## src/rtl/lsu.sv

```systemverilog
// rtl/lsu.sv - load/store unit: memory request FSM with byte-lane formatting, timeout and optional misalignment trap (LSU_MISALIGN_TRAP_EN)
module lsu #(
    parameter int unsigned TIMEOUT_CYCLES = 255
) (
    input  logic        i_clk,
    input  logic        i_rst_n,
    input  logic        i_req_valid,
    output logic        o_req_ready,
    input  logic        i_is_store,
    input  logic [2:0]  i_funct3,
    input  logic [31:0] i_addr,
    input  logic [31:0] i_store_data,
    output logic        o_mem_valid,
    input  logic        i_mem_ready,
    output logic        o_mem_we,
    output logic [31:0] o_mem_addr,
    output logic [31:0] o_mem_wdata,
    output logic [3:0]  o_mem_be,
    input  logic        i_mem_rvalid,
    input  logic [31:0] i_mem_rdata,
    output logic        o_done,
    output logic [31:0] o_load_data,
    output logic        o_err,
    output logic        o_misalign
);

    localparam int CW = (TIMEOUT_CYCLES < 2) ? 1 : $clog2(TIMEOUT_CYCLES + 1);

    typedef enum logic [1:0] {
        S_IDLE,
        S_REQ,
        S_WAIT,
        S_DONE
    } state_t;

    state_t          state;
    logic [2:0]      funct3_q;
    logic [1:0]      lane_q;
    logic [CW-1:0]   cnt;
    logic            timeout;
    logic            misalign_req;
    logic [3:0]      st_be;
    logic [31:0]     st_wdata;
    logic [31:0]     ld_fmt;

    // The cycle that would bring the counter to TIMEOUT_CYCLES abandons the access
    assign timeout = ((32'(cnt) + 32'd1) >= TIMEOUT_CYCLES);

`ifdef LSU_MISALIGN_TRAP_EN
    // Halves need addr[0]=0, words (funct3[1]=1 covers 010 and 011) need addr[1:0]=00
    assign misalign_req = ((i_funct3[1:0] == 2'b01) && i_addr[0]) ||
                          (i_funct3[1] && (i_addr[1:0] != 2'b00));
`else
    assign misalign_req = 1'b0;
`endif

    // Store lane placement: replicate the datum so the byte enables pick the lane
    always_comb begin
        st_be    = 4'b1111;
        st_wdata = i_store_data;
        case (i_funct3[1:0])
            2'b00: begin
                st_be    = 4'b0001 << i_addr[1:0];
                st_wdata = {4{i_store_data[7:0]}};
            end
            2'b01: begin
                st_be    = i_addr[1] ? 4'b1100 : 4'b0011;
                st_wdata = {2{i_store_data[15:0]}};
            end
            default: begin
                st_be    = 4'b1111;
                st_wdata = i_store_data;
            end
        endcase
    end

    // Load lane extraction and sign/zero extension from the captured funct3 and lane
    always_comb begin
        logic [31:0] sh;
        sh     = i_mem_rdata;
        ld_fmt = i_mem_rdata;
        case (funct3_q[1:0])
            2'b00: begin
                sh     = i_mem_rdata >> {lane_q, 3'b000};
                ld_fmt = funct3_q[2] ? {24'd0, sh[7:0]} : {{24{sh[7]}}, sh[7:0]};
            end
            2'b01: begin
                sh     = i_mem_rdata >> {lane_q[1], 4'b0000};
                ld_fmt = funct3_q[2] ? {16'd0, sh[15:0]} : {{16{sh[15]}}, sh[15:0]};
            end
            default: begin
                sh     = i_mem_rdata;
                ld_fmt = i_mem_rdata;
            end
        endcase
    end

    // Request FSM; every output is a flop so the memory side sees glitch-free signals
    always_ff @(posedge i_clk or negedge i_rst_n) begin
        if (!i_rst_n) begin
            state       <= S_IDLE;
            o_req_ready <= 1'b1;
            o_mem_valid <= 1'b0;
            o_mem_we    <= 1'b0;
            o_mem_addr  <= 32'd0;
            o_mem_wdata <= 32'd0;
            o_mem_be    <= 4'b0000;
            o_done      <= 1'b0;
            o_load_data <= 32'd0;
            o_err       <= 1'b0;
            o_misalign  <= 1'b0;
            funct3_q    <= 3'b000;
            lane_q      <= 2'b00;
            cnt         <= '0;
        end else begin
            o_done <= 1'b0;
            case (state)
                S_IDLE: begin
                    o_err      <= 1'b0;
                    o_misalign <= 1'b0;
                    if (i_req_valid) begin
                        o_req_ready <= 1'b0;
                        funct3_q    <= i_funct3;
                        lane_q      <= i_addr[1:0];
                        cnt         <= '0;
                        if (misalign_req) begin
                            state      <= S_DONE;
                            o_done     <= 1'b1;
                            o_misalign <= 1'b1;
                        end else begin
                            state       <= S_REQ;
                            o_mem_valid <= 1'b1;
                            o_mem_we    <= i_is_store;
                            o_mem_addr  <= {i_addr[31:2], 2'b00};
                            o_mem_be    <= i_is_store ? st_be : 4'b1111;
                            o_mem_wdata <= i_is_store ? st_wdata : 32'd0;
                        end
                    end
                end
                S_REQ: begin
                    cnt <= cnt + CW'(1);
                    if (i_mem_ready) begin
                        o_mem_valid <= 1'b0;
                        if (o_mem_we) begin
                            state  <= S_DONE;
                            o_done <= 1'b1;
                        end else begin
                            state <= S_WAIT;
                        end
                    end else if (timeout) begin
                        o_mem_valid <= 1'b0;
                        state       <= S_DONE;
                        o_done      <= 1'b1;
                        o_err       <= 1'b1;
                    end
                end
                S_WAIT: begin
                    cnt <= cnt + CW'(1);
                    if (i_mem_rvalid) begin
                        o_load_data <= ld_fmt;
                        state       <= S_DONE;
                        o_done      <= 1'b1;
                    end else if (timeout) begin
                        state  <= S_DONE;
                        o_done <= 1'b1;
                        o_err  <= 1'b1;
                    end
                end
                default: begin
                    state       <= S_IDLE;
                    o_req_ready <= 1'b1;
                end
            endcase
        end
    end

endmodule
```

## config.mk

```make
export PLATFORM = sky130hd
export DESIGN_NAME = lsu
export DESIGN_NICKNAME = d
export VERILOG_FILES = /design/src/rtl/lsu.sv
export SDC_FILE = /design/constraint.sdc
export NUM_CORES = 1
export LEC_CHECK = 0
export CAP_MARGIN = 20
export CELL_PAD_IN_SITES_DETAIL_PLACEMENT = 0
export CELL_PAD_IN_SITES_GLOBAL_PLACEMENT = 1
export CORE_ASPECT_RATIO = 1.1
export CORE_MARGIN = 2
export CORE_UTILIZATION = 32
export DETAILED_ROUTE_END_ITERATION = 7
export MAX_ROUTING_LAYER = met4
export PLACE_DENSITY_LB_ADDON = 0.1
export SYNTH_ARGS = -nofsm -noshare
export SYNTH_HDL_FRONTEND = slang
export SYNTH_SLANG_ARGS = --single-unit
```

## constraint.sdc

```tcl
create_clock -name i_clk -period 2.44 [get_ports i_clk]
set_input_delay 0.61 -clock i_clk [delete_from_list [all_inputs] [get_ports i_clk]]
set_output_delay 0.61 -clock i_clk [all_outputs]
set_load 0.1 [all_outputs]
```

==> impl_metrics.json, run 1 <==
{
  "run_status": "finished clean",
  "synthesis.instances": 647,
  "drt-pass1-iter-count": 4,
  "endpoint_kind": "register",
  "timing.critical_path.arrival_ns": 2.27,
  "synth-main-ff-cell": "sky130_fd_sc_hd__dfrtp_1",
  "synth_enable_flop_cells": 0,
  "synth_top_cells_by_area": "sky130_fd_sc_hd__dfrtp_1 52%, sky130_fd_sc_hd__nand2_1 14%, sky130_fd_sc_hd__o21ai_0 5.0%",
  "htreeDepth": 4,
  "final_hpwl_dp_um": 12500,
  "nNetsFinal": 962,
  "syn2layout_area_growth_pct": 47.6,
  "total_of_max_cap_violations": 0,
  "min_period_over_period": 0.811,
  "global_route_wire_length_before_repair_um": 27800,
  "crit_type": "register to register",
  "worstPathMaxFanout": 5,
  "r2r-end": "o_mem_valid$_DFFE_PN0P_",
  "post-synth-top-count-cell": "sky130_fd_sc_hd__nand2_1",
  "reg2reg_setup_slack_ns": 0.46,
  "largest_net_degree_at_the_start_of_global_routing": 119,
  "cts_made_buffers": 17,
  "slew_violations": 0,
  "setup-tns-final_ns": 0,
  "maxSlewHeadroom": 0.552,
  "hold_path_class": "input port to asynchronous set/reset pin",
  "synth_top_area_cell": "sky130_fd_sc_hd__dfrtp_1",
  "seq_area_frac_synth": 0.525,
  "clockRootBuffer": "sky130_fd_sc_hd__clkbuf_16",
  "post-route-drc-count": 0,
  "met3_wire_length_um": 1100,
  "tritoncts_num_sinks": 118,
  "coreArea_um2": 17100,
  "postRouteAntennaNets": 0,
  "postSynthAreaPerCell_um2": 8.70,
  "drt-total-wl_um": 17500,
  "clock_skew_ns": 0.00703,
  "cts_max_path_buffers": 2,
  "die_h_um": 143,
  "synth_area_um2": 5630,
  "final-setup-viol-count": 0,
  "clk_pin_slew_worst_paths_ns": 0.05,
  "postCtsSetupBuffers": 0,
  "grt-ovfl-total": 0,
  "rsz0062_at_grt": "no",
  "io_buffers": 207,
  "via_count": 5254,
  "worst_r2r_start": "cnt[0]$_DFFE_PN0P_",
  "detail_route.wl_per_cell_um": 15.9,
  "grt_usage": 0.198,
  "via_per_inst": 4.79,
  "dp_cells": 1066,
  "die_w_um": 130,
  "io_pins": 211,
  "routedLengthMet1_um": 7820,
  "post-synth-top-area-fraction": 0.520,
  "post_synthesis_register_bit_count": 118,
  "period_minus_slack_ns": 1.98,
  "std_cell_rows": 50,
  "cts.hold.buffers_added": 0,
  "tritoncts": "done",
  "floorplan.die_area_um2": 18700,
  "detail_route.iter0.violations": 265,
  "postSynth.asyncResetShare": 1.00,
  "cp.required_ns": 2.73,
  "place_congestion": 0.812,
  "tightest_slew_ns": 0.671,
  "insertedDiodeCount": 0,
  "worst_r2r_path_depth": 7,
  "grt_antenna_before_repair": 0,
  "number_of_non_filler_instances_in_the_completed_layout": 1098,
  "wire_length_on_met2_um": 8270,
  "critPathLaunchType": "register",
  "post_synth_num_cell_types": 51,
  "initial_core_util": 0.328,
  "timing_hold_violations_final": 0,
  "synthTopCellsByCount": "207 x sky130_fd_sc_hd__nand2_1, 117 x sky130_fd_sc_hd__dfrtp_1, 56 x sky130_fd_sc_hd__o21ai_0",
  "cts_repair_resize_count": 0,
  "layout-drive-gt1-share": 0.192,
  "clkLatencyLatePin_ns": 0.41,
  "fmax_ghz": 0.505,
  "grt_pass1_vias": 5274,
  "top_layer_used": "met4",
  "synth.yosys.warnings": 0
}
sequential cells by signal, indices dropped and copies added (netlist names), 2 cells and up:
signal / count
o_mem_wdata: 32
o_load_data: 32
o_mem_be: 4
lane_q: 2
o_mem_addr: 30
cnt: 8
funct3_q: 3
state: 2
layout make-up:
cell class | count | area [um^2]
fillers | 1685 | 8830
flip-flops and latches | 118 | 2950
multi-input cells | 471 | 2420
repair buffers | 226 | 1980
clock buffers | 22 | 464
well taps | 234 | 293
clock inverters | 10 | 128
inverters | 17 | 63.8
cells by family (layout without fill, tap and decap cells):
group,Yosys count,count (layout),synth area share
flip-flops,118,118,0.525
adder cells (fa/ha/maj),6,6,0.0133
buffers and inverters,60,275,0.0465
other,1,3,0.000666
multiplexers,28,28,0.0520
AND/OR/NAND/NOR,315,315,0.232
AO/OA/AOI/OAI,117,117,0.128
XOR/XNOR,2,2,0.00311
critical path, stage by stage (launching register included):
cell and delay [ns]:
sky130_fd_sc_hd__dfrtp_1 0.41, sky130_fd_sc_hd__inv_1 0.08, sky130_fd_sc_hd__ha_1 0.31, sky130_fd_sc_hd__o21ba_2 0.20
sky130_fd_sc_hd__a211o_1 0.25, sky130_fd_sc_hd__a211oi_2 0.26, sky130_fd_sc_hd__a21oi_2 0.12, sky130_fd_sc_hd__a31o_1 0.23
worst max path at each step:
stage	to	from	slack (ns)	cells after the start
after detailed placement	o_load_data[25]$_DFFE_PN0P_	i_mem_rdata[31]	0.15	7
after floorplan	o_mem_valid$_DFFE_PN0P_	cnt[0]$_DFFE_PN0P_	0.64	7
final	o_mem_valid$_DFFE_PN0P_	cnt[0]$_DFFE_PN0P_	0.46	7
after global placement	o_load_data[29]$_DFFE_PN0P_	i_mem_rdata[31]	0.19	7
after CTS	o_mem_valid$_DFFE_PN0P_	cnt[0]$_DFFE_PN0P_	0.46	7
after global routing	o_mem_valid$_DFFE_PN0P_	cnt[0]$_DFFE_PN0P_	0.36	7
cell usage in the layout, fill, tap and decap left out, drive strengths merged, types with 2 or more instances in the layout:
cell	netlist	routed
ha	6	6
a31oi	8	8
bufinv	0	3
clkbuf	31	22
a21oi	21	21
dfrtp	117	117
a211oi	3	3
xor2	2	2
or2b	2	2
o22ai	7	7
clkdlybuf4s50	0	103
nor3	14	14
and2	2	2
nand2b	4	4
o21ai	57	57
nor2	38	38
conb	1	3
nand3	38	38
clkinv	0	6
nand2	207	207
nor2b	6	6
o31ai	3	3
buf	12	123
inv	17	17
a221oi	7	7
mux2i	27	27
metal layers:
metal | up-vias | track usage
met4 | 0 | 0.0711
li1 | 2567 | -
met2 | 182 | 0.307
met3 | 18 | 0.0491
met5 | - | -
met1 | 2487 | 0.251
metrics by stage:
stage / worst slack, ns / utilization / hold slack (ns) / cell area (um^2)
5_1_grt: 0.359 / 0.485 / 0.331 / 8310
4_1_cts: 0.464 / 0.485 / 0.328 / 8310
2_1_floorplan: 0.635 / - / 0.314 / 5640
3_5_place_dp: 0.147 / 0.450 / 0.457 / 7710
3_3_place_gp: 0.191 / 0.450 / 0.455 / 7710
6_report: 0.460 / 0.485 / 0.291 / 8310
Power of run 1 is left out: the tool's default activity adds up to more than one toggle a clock period on the data nets, which glitch-free logic cannot reach.
==> run 2, diff against run 1 <==
--- a/config.mk
+++ b/config.mk
@@ -10,7 +10,7 @@
 export CELL_PAD_IN_SITES_GLOBAL_PLACEMENT = 1
 export CORE_ASPECT_RATIO = 1.1
 export CORE_MARGIN = 2
-export CORE_UTILIZATION = 32
+export CORE_UTILIZATION = 29
 export DETAILED_ROUTE_END_ITERATION = 7
 export MAX_ROUTING_LAYER = met4
 export PLACE_DENSITY_LB_ADDON = 0.1
==> constraint.sdc (replaced) <==
create_clock -name i_clk -period 1.8 [get_ports i_clk]
set_input_delay 0.45 -clock i_clk [delete_from_list [all_inputs] [get_ports i_clk]]
set_output_delay 0.45 -clock i_clk [all_outputs]
set_load 0.1 [all_outputs]
==> run 2 against run 1 <==
  * The flow now finishes with violations (setup timing)
  * Highest routed layer unchanged
  * Routed wire length grew 5.8%
  * Cell area up 20%
  * Final cell count grew 3.8%
  * Global-route usage fell by 0.41 points
  * First-iteration DRC count up 1.5%
  * Non-clock buffer count rose by 30
==> impl_metrics.json, run 2 (same netlist as run 1, synthesis figures left out) <==
{
  "cts_made_buffers": 17,
  "failed_checks": "setup timing",
  "nNetsFinal": 992,
  "hold_path_class": "register to register",
  "number_of_non_filler_instances_in_the_completed_layout": 1140,
  "grt-ovfl-total": 0,
  "grt_pass1_vias": 5583,
  "crit_path_cells": "buf_6, ha_4, o21ba_4, a211o_1, a211oi_2, a21oi_2, a31o_1",
  "place_congestion": 0.805,
  "timing.critical_path.arrival_ns": 2.13,
  "met2_usage": 0.294,
  "timing.final.ws_setup_ns": -0.0365,
  "crit_family": "compound AO/OA/AOI/OAI gates",
  "via_count": 5412,
  "timing_hold_violations_final": 0,
  "clkLatencyLatePin_ns": 0.42,
  "clk_pin_slew_worst_paths_ns": 0.06,
  "die_w_um": 137,
  "rsz0062_at_grt": "yes",
  "whs_ns": 0.522,
  "std_cell_rows": 53,
  "most-common-layout-cells": "206 x sky130_fd_sc_hd__nand2_1, 117 x sky130_fd_sc_hd__dfrtp_1, 109 x sky130_fd_sc_hd__buf_12",
  "period_minus_slack_ns": 1.84,
  "clockRootBuffer": "sky130_fd_sc_hd__clkbuf_16",
  "total_of_max_cap_violations": 0,
  "fillers": 1722,
  "floorplan.die_area_um2": 20500,
  "io_pins": 211,
  "io_buffers": 207,
  "top_regs": "o_load_data (32), o_mem_wdata (32), o_mem_addr (30)",
  "endpoint_kind": "register",
  "syn2layout_area_growth_pct": 77.0,
  "tritoncts_num_sinks": 118,
  "maximum_single_stage_delay_on_the_critical_path_ns": 0.40,
  "post-route-drc-count": 0,
  "critPathLaunchType": "register",
  "clock_skew_ns": 0.00973,
  "tritoncts": "done",
  "slew_violations": 0,
  "dp_cells": 1106,
  "coreArea_um2": 19100,
  "largest_net_degree_at_the_start_of_global_routing": 48,
  "insertedDiodeCount": 0,
  "min_period_over_period": 1.02,
  "final_hpwl_dp_um": 14000,
  "initial_core_util": 0.295,
  "crit_type": "register to register",
  "via_per_inst": 4.75,
  "drt-total-wl_um": 18500,
  "detail_route.iter0.violations": 269,
  "postRouteAntennaNets": 0,
  "place_ws_ns": -0.332,
  "critical_path.n_buffers_inverters": 1,
  "detail_route.wl_per_cell_um": 16.2,
  "final-setup-viol-count": 1,
  "run_status": "finished, violations left",
  "setup-tns-final_ns": -0.0365,
  "most_frequent_standard_cell_in_the_layout_excluding_fill_and_tap_cells": "sky130_fd_sc_hd__nand2_1",
  "cts_max_path_buffers": 2,
  "die_h_um": 150,
  "grt.met3_usage": 0.0721,
  "global_route_wire_length_before_repair_um": 29700,
  "worstPathMaxFanout": 3,
  "grt-busiest-layer": "met2",
  "grt_antenna_before_repair": 0,
  "grt_util_met1": 0.238,
  "grt_usage": 0.194,
  "layout-drive-gt1-share": 0.223,
  "drt-pass1-iter-count": 5,
  "cp.required_ns": 2.10,
  "htreeDepth": 4,
  "cp_slowest_cell": "sky130_fd_sc_hd__dfrtp_1",
  "fmax_ghz": 0.545
}
-- run 2: changes by cell type in the layout (fill, tap and decap cells not counted), sizes merged --
cell         previous run  this run
dlygate4sd3             0         1
clkbuf                 22        23
buf                   123       152
clkinv                  6         2
clkinvlp                1         2
bufinv                  3         4
-- run 2: final cells by class --
cell class / instances / area (um^2) / share of cell area
clock buffer: 23 / 488 / 0.0490
timing repair buffer: 256 / 3550 / 0.356
inverter: 17 / 63.8 / 0.00640
clock inverter: 8 / 145 / 0.0146
sequential: 118 / 2950 / 0.296
multi-input combinational: 471 / 2450 / 0.246
tap: 247 / 309 / 0.0310
-- run 2: final timing paths --
check                                         endpoint  cells past startpoint                    start  slack [ns]
max in group asynchronous   o_mem_wdata[0]$_DFFE_PN0P_                      3                  i_rst_n        0.66
min                            o_req_ready$_DFFE_PN1P_                      2  o_req_ready$_DFFE_PN1P_        0.52
min in group asynchronous  o_load_data[16]$_DFFE_PN0P_                      2                  i_rst_n        0.53
max reg2reg                    o_mem_valid$_DFFE_PN0P_                      7       cnt[1]$_DFFE_PN0P_       -0.04
min reg2reg                    o_req_ready$_DFFE_PN1P_                      2  o_req_ready$_DFFE_PN1P_        0.52
max                            o_mem_valid$_DFFE_PN0P_                      7       cnt[1]$_DFFE_PN0P_       -0.04
-- run 2: per-layer routing --
layer  part of all wire  up-vias
met5                  0        -
met4              0.020        0
met3              0.083       22
met2               0.48      186
met1               0.42     2580
li1                   -     2624
-- run 2: stage by stage --
| step | utilization | cell area [um^2] |
|---|---|---|
| floorplan | - | 5640 |
| global placement | 0.486 | 9270 |
| CTS | 0.520 | 9920 |
| finish | 0.522 | 9960 |
| detailed placement | 0.486 | 9270 |
| global route | 0.522 | 9960 |
-- run 2: worst min-delay path, cell delays in order, from the launching register on --
cell and delay (ns):
sky130_fd_sc_hd__dfstp_2 0.38, sky130_fd_sc_hd__o21ai_0 0.06, sky130_fd_sc_hd__o21ai_0 0.07
-- run 2: timing repair --
action                                  CTS  global route
hold buffers                              1             0
hold endpoints to repair                 21             0
cloned                                    0             0
endpoints found under the setup margin    3            20
setup buffers                             1             1
pin swaps                                 4             3
resized for setup                         1             8
Power of run 2 is left out for the same reason.
